## src/rtl/sweep_pkg.sv

```systemverilog
// Shared types for the counter sweep controller: FSM state encoding and direction constants.
// Latency: n/a (types and constants only).
// Backpressure: n/a. The HOLD state exists only when SWEEP_DWELL_EN is defined.
package sweep_pkg;

    localparam logic DIR_UP   = 1'b1;
    localparam logic DIR_DOWN = 1'b0;

`ifdef SWEEP_DWELL_EN
    typedef enum logic [2:0] {
        IDLE = 3'd0,
        SEEK = 3'd1,
        UP   = 3'd2,
        DOWN = 3'd3,
        HOLD = 3'd4,
        FIN  = 3'd5
    } state_t;
`else
    typedef enum logic [2:0] {
        IDLE = 3'd0,
        SEEK = 3'd1,
        UP   = 3'd2,
        DOWN = 3'd3,
        FIN  = 3'd5
    } state_t;
`endif

endpackage

```

## src/rtl/sweep_ctrl.sv

```systemverilog
// Sequences an external up/down counter: seek to lo, sweep lo->hi->lo 'cycles' times, then pulse done.
// Latency: cnt_enb/cnt_dir are combinational from state and count; busy/done/err are registered (1 cycle).
// Backpressure: none; start is ignored while busy, and abort drops cnt_enb in the same cycle. Optional endpoint hold: SWEEP_DWELL_EN.
module sweep_ctrl
    import sweep_pkg::*;
#(
    parameter int WIDTH = 8,
    parameter int CYC_W = 4,
    parameter int DWELL = 3
) (
    input  logic             clk,
    input  logic             rst,
    input  logic             start,
    input  logic             abort,
    input  logic [WIDTH-1:0] lo,
    input  logic [WIDTH-1:0] hi,
    input  logic [CYC_W-1:0] cycles,
    input  logic [WIDTH-1:0] count,
    output logic             cnt_enb,
    output logic             cnt_dir,
    output logic             busy,
    output logic             done,
    output logic             err
);

    // A hold of zero cycles cannot be expressed by the HOLD state.
    if (DWELL < 1) begin : g_bad_dwell
        $error("sweep_ctrl: DWELL must be at least 1");
    end

    state_t           state, state_nxt;
    logic [WIDTH-1:0] lo_q, lo_nxt;
    logic [WIDTH-1:0] hi_q, hi_nxt;
    logic [CYC_W-1:0] rem_q, rem_nxt;
    logic             err_nxt;
    logic             out_rng;

`ifdef SWEEP_DWELL_EN
    localparam int DW_W = (DWELL > 1) ? $clog2(DWELL) : 1;
    logic [DW_W-1:0]  dwell_q, dwell_nxt;
    logic             hold_dir_q, hold_dir_nxt;
`endif

    assign out_rng = (count < lo_q) || (count > hi_q);

    // Next-state and counter drive; abort beats every other transition in busy states.
    always_comb begin
        state_nxt = state;
        lo_nxt    = lo_q;
        hi_nxt    = hi_q;
        rem_nxt   = rem_q;
        err_nxt   = 1'b0;
        cnt_enb   = 1'b0;
        cnt_dir   = DIR_DOWN;
`ifdef SWEEP_DWELL_EN
        dwell_nxt    = dwell_q;
        hold_dir_nxt = hold_dir_q;
`endif
        if (state != IDLE && abort) begin
            state_nxt = IDLE;
        end else begin
            case (state)
                IDLE: begin
                    if (start) begin
                        if (lo >= hi || cycles == '0) begin
                            err_nxt = 1'b1;
                        end else begin
                            lo_nxt    = lo;
                            hi_nxt    = hi;
                            rem_nxt   = cycles;
                            state_nxt = SEEK;
                        end
                    end
                end
                SEEK: begin
                    cnt_enb = 1'b1;
                    if (count > lo_q) begin
                        cnt_dir = DIR_DOWN;
                    end else begin
                        cnt_dir = DIR_UP;
                        // Reaching lo already steps up this cycle, so no dead cycle.
                        if (count == lo_q) state_nxt = UP;
                    end
                end
                UP: begin
                    if (out_rng) begin
                        err_nxt   = 1'b1;
                        state_nxt = IDLE;
                    end else if (count == hi_q) begin
`ifdef SWEEP_DWELL_EN
                        dwell_nxt    = DW_W'(DWELL - 1);
                        hold_dir_nxt = DIR_DOWN;
                        state_nxt    = HOLD;
`else
                        cnt_enb   = 1'b1;
                        cnt_dir   = DIR_DOWN;
                        state_nxt = DOWN;
`endif
                    end else begin
                        cnt_enb = 1'b1;
                        cnt_dir = DIR_UP;
                    end
                end
                DOWN: begin
                    if (out_rng) begin
                        err_nxt   = 1'b1;
                        state_nxt = IDLE;
                    end else if (count == lo_q) begin
                        rem_nxt = rem_q - CYC_W'(1);
                        if (rem_q == CYC_W'(1)) begin
                            state_nxt = FIN;
                        end else begin
`ifdef SWEEP_DWELL_EN
                            dwell_nxt    = DW_W'(DWELL - 1);
                            hold_dir_nxt = DIR_UP;
                            state_nxt    = HOLD;
`else
                            cnt_enb   = 1'b1;
                            cnt_dir   = DIR_UP;
                            state_nxt = UP;
`endif
                        end
                    end else begin
                        cnt_enb = 1'b1;
                        cnt_dir = DIR_DOWN;
                    end
                end
`ifdef SWEEP_DWELL_EN
                HOLD: begin
                    // The endpoint cycle that entered HOLD is the first held cycle,
                    // so the last HOLD cycle already moves off the endpoint.
                    if (out_rng) begin
                        err_nxt   = 1'b1;
                        state_nxt = IDLE;
                    end else if (dwell_q == '0) begin
                        cnt_enb   = 1'b1;
                        cnt_dir   = hold_dir_q;
                        state_nxt = (hold_dir_q == DIR_UP) ? UP : DOWN;
                    end else begin
                        dwell_nxt = dwell_q - DW_W'(1);
                    end
                end
`endif
                FIN: begin
                    state_nxt = IDLE;
                end
                default: begin
                    state_nxt = IDLE;
                end
            endcase
        end
    end

    // State, captured bounds and registered status flags.
    always_ff @(posedge clk or negedge rst) begin
        if (!rst) begin
            state <= IDLE;
            lo_q  <= '0;
            hi_q  <= '0;
            rem_q <= '0;
            busy  <= 1'b0;
            done  <= 1'b0;
            err   <= 1'b0;
        end else begin
            state <= state_nxt;
            lo_q  <= lo_nxt;
            hi_q  <= hi_nxt;
            rem_q <= rem_nxt;
            busy  <= (state_nxt != IDLE);
            done  <= (state_nxt == FIN);
            err   <= err_nxt;
        end
    end

`ifdef SWEEP_DWELL_EN
    // Endpoint hold counter and the direction to resume in.
    always_ff @(posedge clk or negedge rst) begin
        if (!rst) begin
            dwell_q    <= '0;
            hold_dir_q <= DIR_DOWN;
        end else begin
            dwell_q    <= dwell_nxt;
            hold_dir_q <= hold_dir_nxt;
        end
    end
`endif

endmodule

```

## config.mk

```make
export PLATFORM = sky130hd
export DESIGN_NAME = sweep_ctrl
export DESIGN_NICKNAME = d
export VERILOG_FILES = /design/src/rtl/sweep_pkg.sv /design/src/rtl/sweep_ctrl.sv
export SDC_FILE = /design/constraint.sdc
export NUM_CORES = 1
export LEC_CHECK = 0
export CORE_ASPECT_RATIO = 1.25
export CORE_MARGIN = 4
export CORE_UTILIZATION = 50
export DETAILED_ROUTE_END_ITERATION = 10
export GPL_TIMING_DRIVEN = 0
export HOLD_SLACK_MARGIN = 0.12
export PLACE_DENSITY = 0.75
export SLEW_MARGIN = 30
export SYNTH_ARGS = -nofsm -noshare
export SYNTH_HDL_FRONTEND = slang
export SYNTH_SLANG_ARGS = --single-unit
```

## constraint.sdc

```tcl
create_clock -name clk -period 4.74 [get_ports clk]
set_input_delay 1.422 -clock clk [delete_from_list [all_inputs] [get_ports clk]]
set_output_delay 1.422 -clock clk [all_outputs]
set_load 0.01 [all_outputs]
```

==> run summary <==
The synthesized area divided by synthesized cell count is just over 9 um2. The congestion estimate from routability-driven global placement came to 0.803. The initial core utilization is 0.531. The tree built by TritonCTS fans out to 26 sinks. The synthesized design contains 26 register bits. The clock latency of the later-clocked register in the worst-skew pair came out at 280 ps. The hold-fix buffer count after cts came out at 0. The worst path in the final design needs a cycle of 4520 ps, including I/O delays and setup. The total nets after synthesis is 264. The port buffer count is 36.

The count of flip-flops with a built-in enable after synthesis came out at 0. The final critical-path share of the clock period is 0.954. The number of endpoints failing setup at the final stage is 0.

The setup path with the least slack is of type primary input to primary output. The antenna cell count is 0. The final-report hold violation count came out at 0. The worst setup path is launched from a primary input.

The worst-case clock buffer depth is 2. The utilization after layout is 0.689. The type of the worst min-delay path is flip-flop to flip-flop. Across all layers, the routed design uses 1630 vias. The pre-CTS worst setup slack came out at -892 ps.

The number of antenna-violating nets in the routed design came out at 0. STA classifies the critical path endpoint as a primary output. The peak per-stage delay on the critical path came out at 300 ps. The growth of design area from synthesis to finish came out at 29.7%. The predominant post-synthesis flop cell is sky130_fd_sc_hd__dfrtp_1.

In this run the standard cell core region covers around 3600 um2. The clock-pin slew of the registers on the worst-case setup and hold paths came out at 90 ps. The routed wire length per instance is 15.6 um. The leakage power is 1.17 nW. The post-route setup TNS is 0 ps.

The net total in the final layout came out at 306. For the final database, setup skew stands at 6.04 ps. The global-route wire length before repair came out at approximately 7.4 mm.

The kind of cell with the highest combined delay along the critical path is simple AND/OR/NAND/NOR gates. The remaining design rule violation count came out at 0. TritonCTS built the clock tree. Measured along the x axis, the die boundary spans between 60 and 70 um. For this design, the slowest cell found on the critical path is sky130_fd_sc_hd__ha_4. The via density per instance is around 5.7.

The highest clock rate is 0.221 GHz. Sorting the synthesized cells by area gives the leading types as sky130_fd_sc_hd__dfrtp_1, sky130_fd_sc_hd__ha_1, sky130_fd_sc_hd__mux2_2. Setup slack closes at 219 ps. The buffering stage count on the worst path with inverters included is 3. The CTS buffer count is 3. The ratio of total power to cell area is approximately 440 nW/um2. The first routing iteration left 47 violations. The most common cell after layout, fill and taps aside is sky130_fd_sc_hd__dfrtp_1. The signal on the critical path passes through dlymetal6s2s_1 -> ha_4 -> and4_4 -> and3_1 -> buf_6 -> nand2b_1 -> nand2_1 -> o2111ai_2 -> a21oi_1 -> buf_2. The number of rows created at floorplan came out at 24. 37 I/O pins were placed. The die covers 4850 um2. The number of distinct standard cells referenced by the synthesized netlist came out at 41. The final hold slack is 484 ps. The HPWL after detailed placement came out at 3.35 mm. The share of the synthesized area in the top cell type is 0.343. For this run, the register share of the synthesized area comes to 0.343. CTS placed an instance of sky130_fd_sc_hd__clkbuf_8 at the clock tree root. The pin count of the biggest net entering global routing is 27.

The via count of the first global-routing pass came out at 1655. Of all nets on the critical path, the largest fanout is 9. The required time of the worst setup path came out at 3320 ps. The number of antenna violations at the first check in global routing came to 0. After synthesis, the share of flip-flops with an asynchronous set or reset is 1.00.

The wire length after detailed routing is 4.45 mm. The mapped cell area came out at 1900 um2. Setup repair after global routing left no endpoint under its margin. Before antenna repair, the detailed router went through 4 iterations. Across every metal layer, demand over resource in global routing totals 0.187. For this run the aggregate overflow at the end of global routing stands at 0.

Data arrives at the worst endpoint at 3100 ps. In the layout the commonest cells are sky130_fd_sc_hd__dfrtp_1, sky130_fd_sc_hd__inv_1, sky130_fd_sc_hd__clkdlybuf4s50_1, sky130_fd_sc_hd__ha_1, sky130_fd_sc_hd__nand2_1. The y dimension of the die is 76.9 um. CTS built an H-tree with a depth of 1. The run finished with clean final reports.

Synthesis handed over a netlist of 206 instances. The measured slew at the worst slew-check pin came out at just over 600 ps. The ratio of cells with drive above 1 in the final layout came out at 0.159. The maximum vdd ir drop is 0.000232 V.

The max-capacitance violation count came out at 0. During synthesis, Yosys emitted a total of 0 warnings. The largest total area in the synthesized netlist belongs to sky130_fd_sc_hd__dfrtp_1. The count of pins over their slew limit is 0. The headroom to the max-slew limit is 0.597.
-- repair_timing --
| action | 4_1_cts | 5_1_grt |
|---|---|---|
| endpoints found under the setup margin | 2 | 2 |
| pin swaps | 4 | 12 |
| setup buffers | 1 | 0 |
| gates resized for setup | 12 | 22 |
| hold endpoints to repair | 0 | 0 |
-- registers in the layout (all words and copies together), names as in the netlist --
name   count
busy       1
lo_q       8
done       1
hi_q       8
err        1
state      3
rem_q      4
-- metrics by stage --
step	cell area (um2)	cells	power, mW
after global placement	2310	281	0.872
after floorplan	1900	206	0.726
after CTS	2350	285	1.03
final	2460	285	1.09
after global routing	2460	285	1.18
after detailed placement	2300	281	0.889
-- power by group --
group          total, mW  internal, mW  leakage [nW]  switching, mW
Combinational      0.590         0.279         0.834          0.312
Sequential         0.372         0.315         0.319         0.0564
Clock              0.129        0.0572        0.0216         0.0722
-- per-layer routing --
metal,global-route usage,wire length [um],vias to the layer above
met1,0.236,1980,766
met2,0.324,2230,39
met3,0.0263,142,9
li1,-,-,816
met4,0.0618,95,0
met5,0,0,-
-- cells by family (layout without fill, tap and decap cells) --
kind of cell    after synthesis  count (layout)  synth area share
compound gates               45              45             0.160
fa+ha+maj                    26              26             0.171
buf+inv                      32              72            0.0699
flops                        26              26             0.343
mux                          12              12            0.0699
simple gates                 65              65             0.186
-- final timing paths --
path                                        to                 from  slack (ps)  depth (start not counted)
setup reg to reg                busy$_DFF_PN0_  hi_q[1]$_DFFE_PN0P_        2500                          9
hold reg to reg            hi_q[2]$_DFFE_PN0P_  hi_q[2]$_DFFE_PN0P_         480                          2
setup / recovery                       cnt_dir             count[7]         220                         10
hold / removal             hi_q[2]$_DFFE_PN0P_  hi_q[2]$_DFFE_PN0P_         480                          2
max in group asynchronous  lo_q[6]$_DFFE_PN0P_                  rst        3200                          1
min in group asynchronous  lo_q[5]$_DFFE_PN0P_                  rst        1140                          1
-- layout make-up --
| cell class | instances | area, um2 |
|---|---|---|
| inverter | 26 | 97.6 |
| buffer | 6 | 41.3 |
| clock buffer | 3 | 41.3 |
| tap | 39 | 48.8 |
| multi-input combinational | 148 | 1210 |
| fill | 292 | 1110 |
| timing repair buffer | 37 | 373 |
| sequential | 26 | 651 |
-- Yosys cell counts, types with 2 or more instances --
cell                       instances
sky130_fd_sc_hd__nand4_1           4
sky130_fd_sc_hd__and4_1            2
sky130_fd_sc_hd__a21oi_1          14
sky130_fd_sc_hd__dfrtp_1          26
sky130_fd_sc_hd__nor2_1            9
sky130_fd_sc_hd__a31oi_1           3
sky130_fd_sc_hd__or2_2             2
sky130_fd_sc_hd__nor3b_1           2
sky130_fd_sc_hd__a211oi_1          3
sky130_fd_sc_hd__nor3_1            4
sky130_fd_sc_hd__inv_1            26
sky130_fd_sc_hd__a21o_1            5
sky130_fd_sc_hd__nand2b_1          2
sky130_fd_sc_hd__o211ai_1          2
sky130_fd_sc_hd__nand2_1          17
sky130_fd_sc_hd__nor2b_1           4
sky130_fd_sc_hd__o21ai_0          10
sky130_fd_sc_hd__nand3_1           4
sky130_fd_sc_hd__mux2i_1           2
sky130_fd_sc_hd__mux2_2           10
sky130_fd_sc_hd__and3_1            4
sky130_fd_sc_hd__ha_1             26
sky130_fd_sc_hd__nor4_1            5
sky130_fd_sc_hd__clkbuf_1          3
-- worst register-to-register path, stage by stage (launching register included) --
cell and delay (ps):
sky130_fd_sc_hd__dfrtp_1 360, sky130_fd_sc_hd__inv_1 50, sky130_fd_sc_hd__ha_1 280, sky130_fd_sc_hd__nor2b_1 140, sky130_fd_sc_hd__o211ai_1 200, sky130_fd_sc_hd__a211oi_2 130
sky130_fd_sc_hd__or3_1 380, sky130_fd_sc_hd__buf_6 150, sky130_fd_sc_hd__a2111oi_4 340, sky130_fd_sc_hd__nand3b_1 150
(Power assumes the default switching activity.)
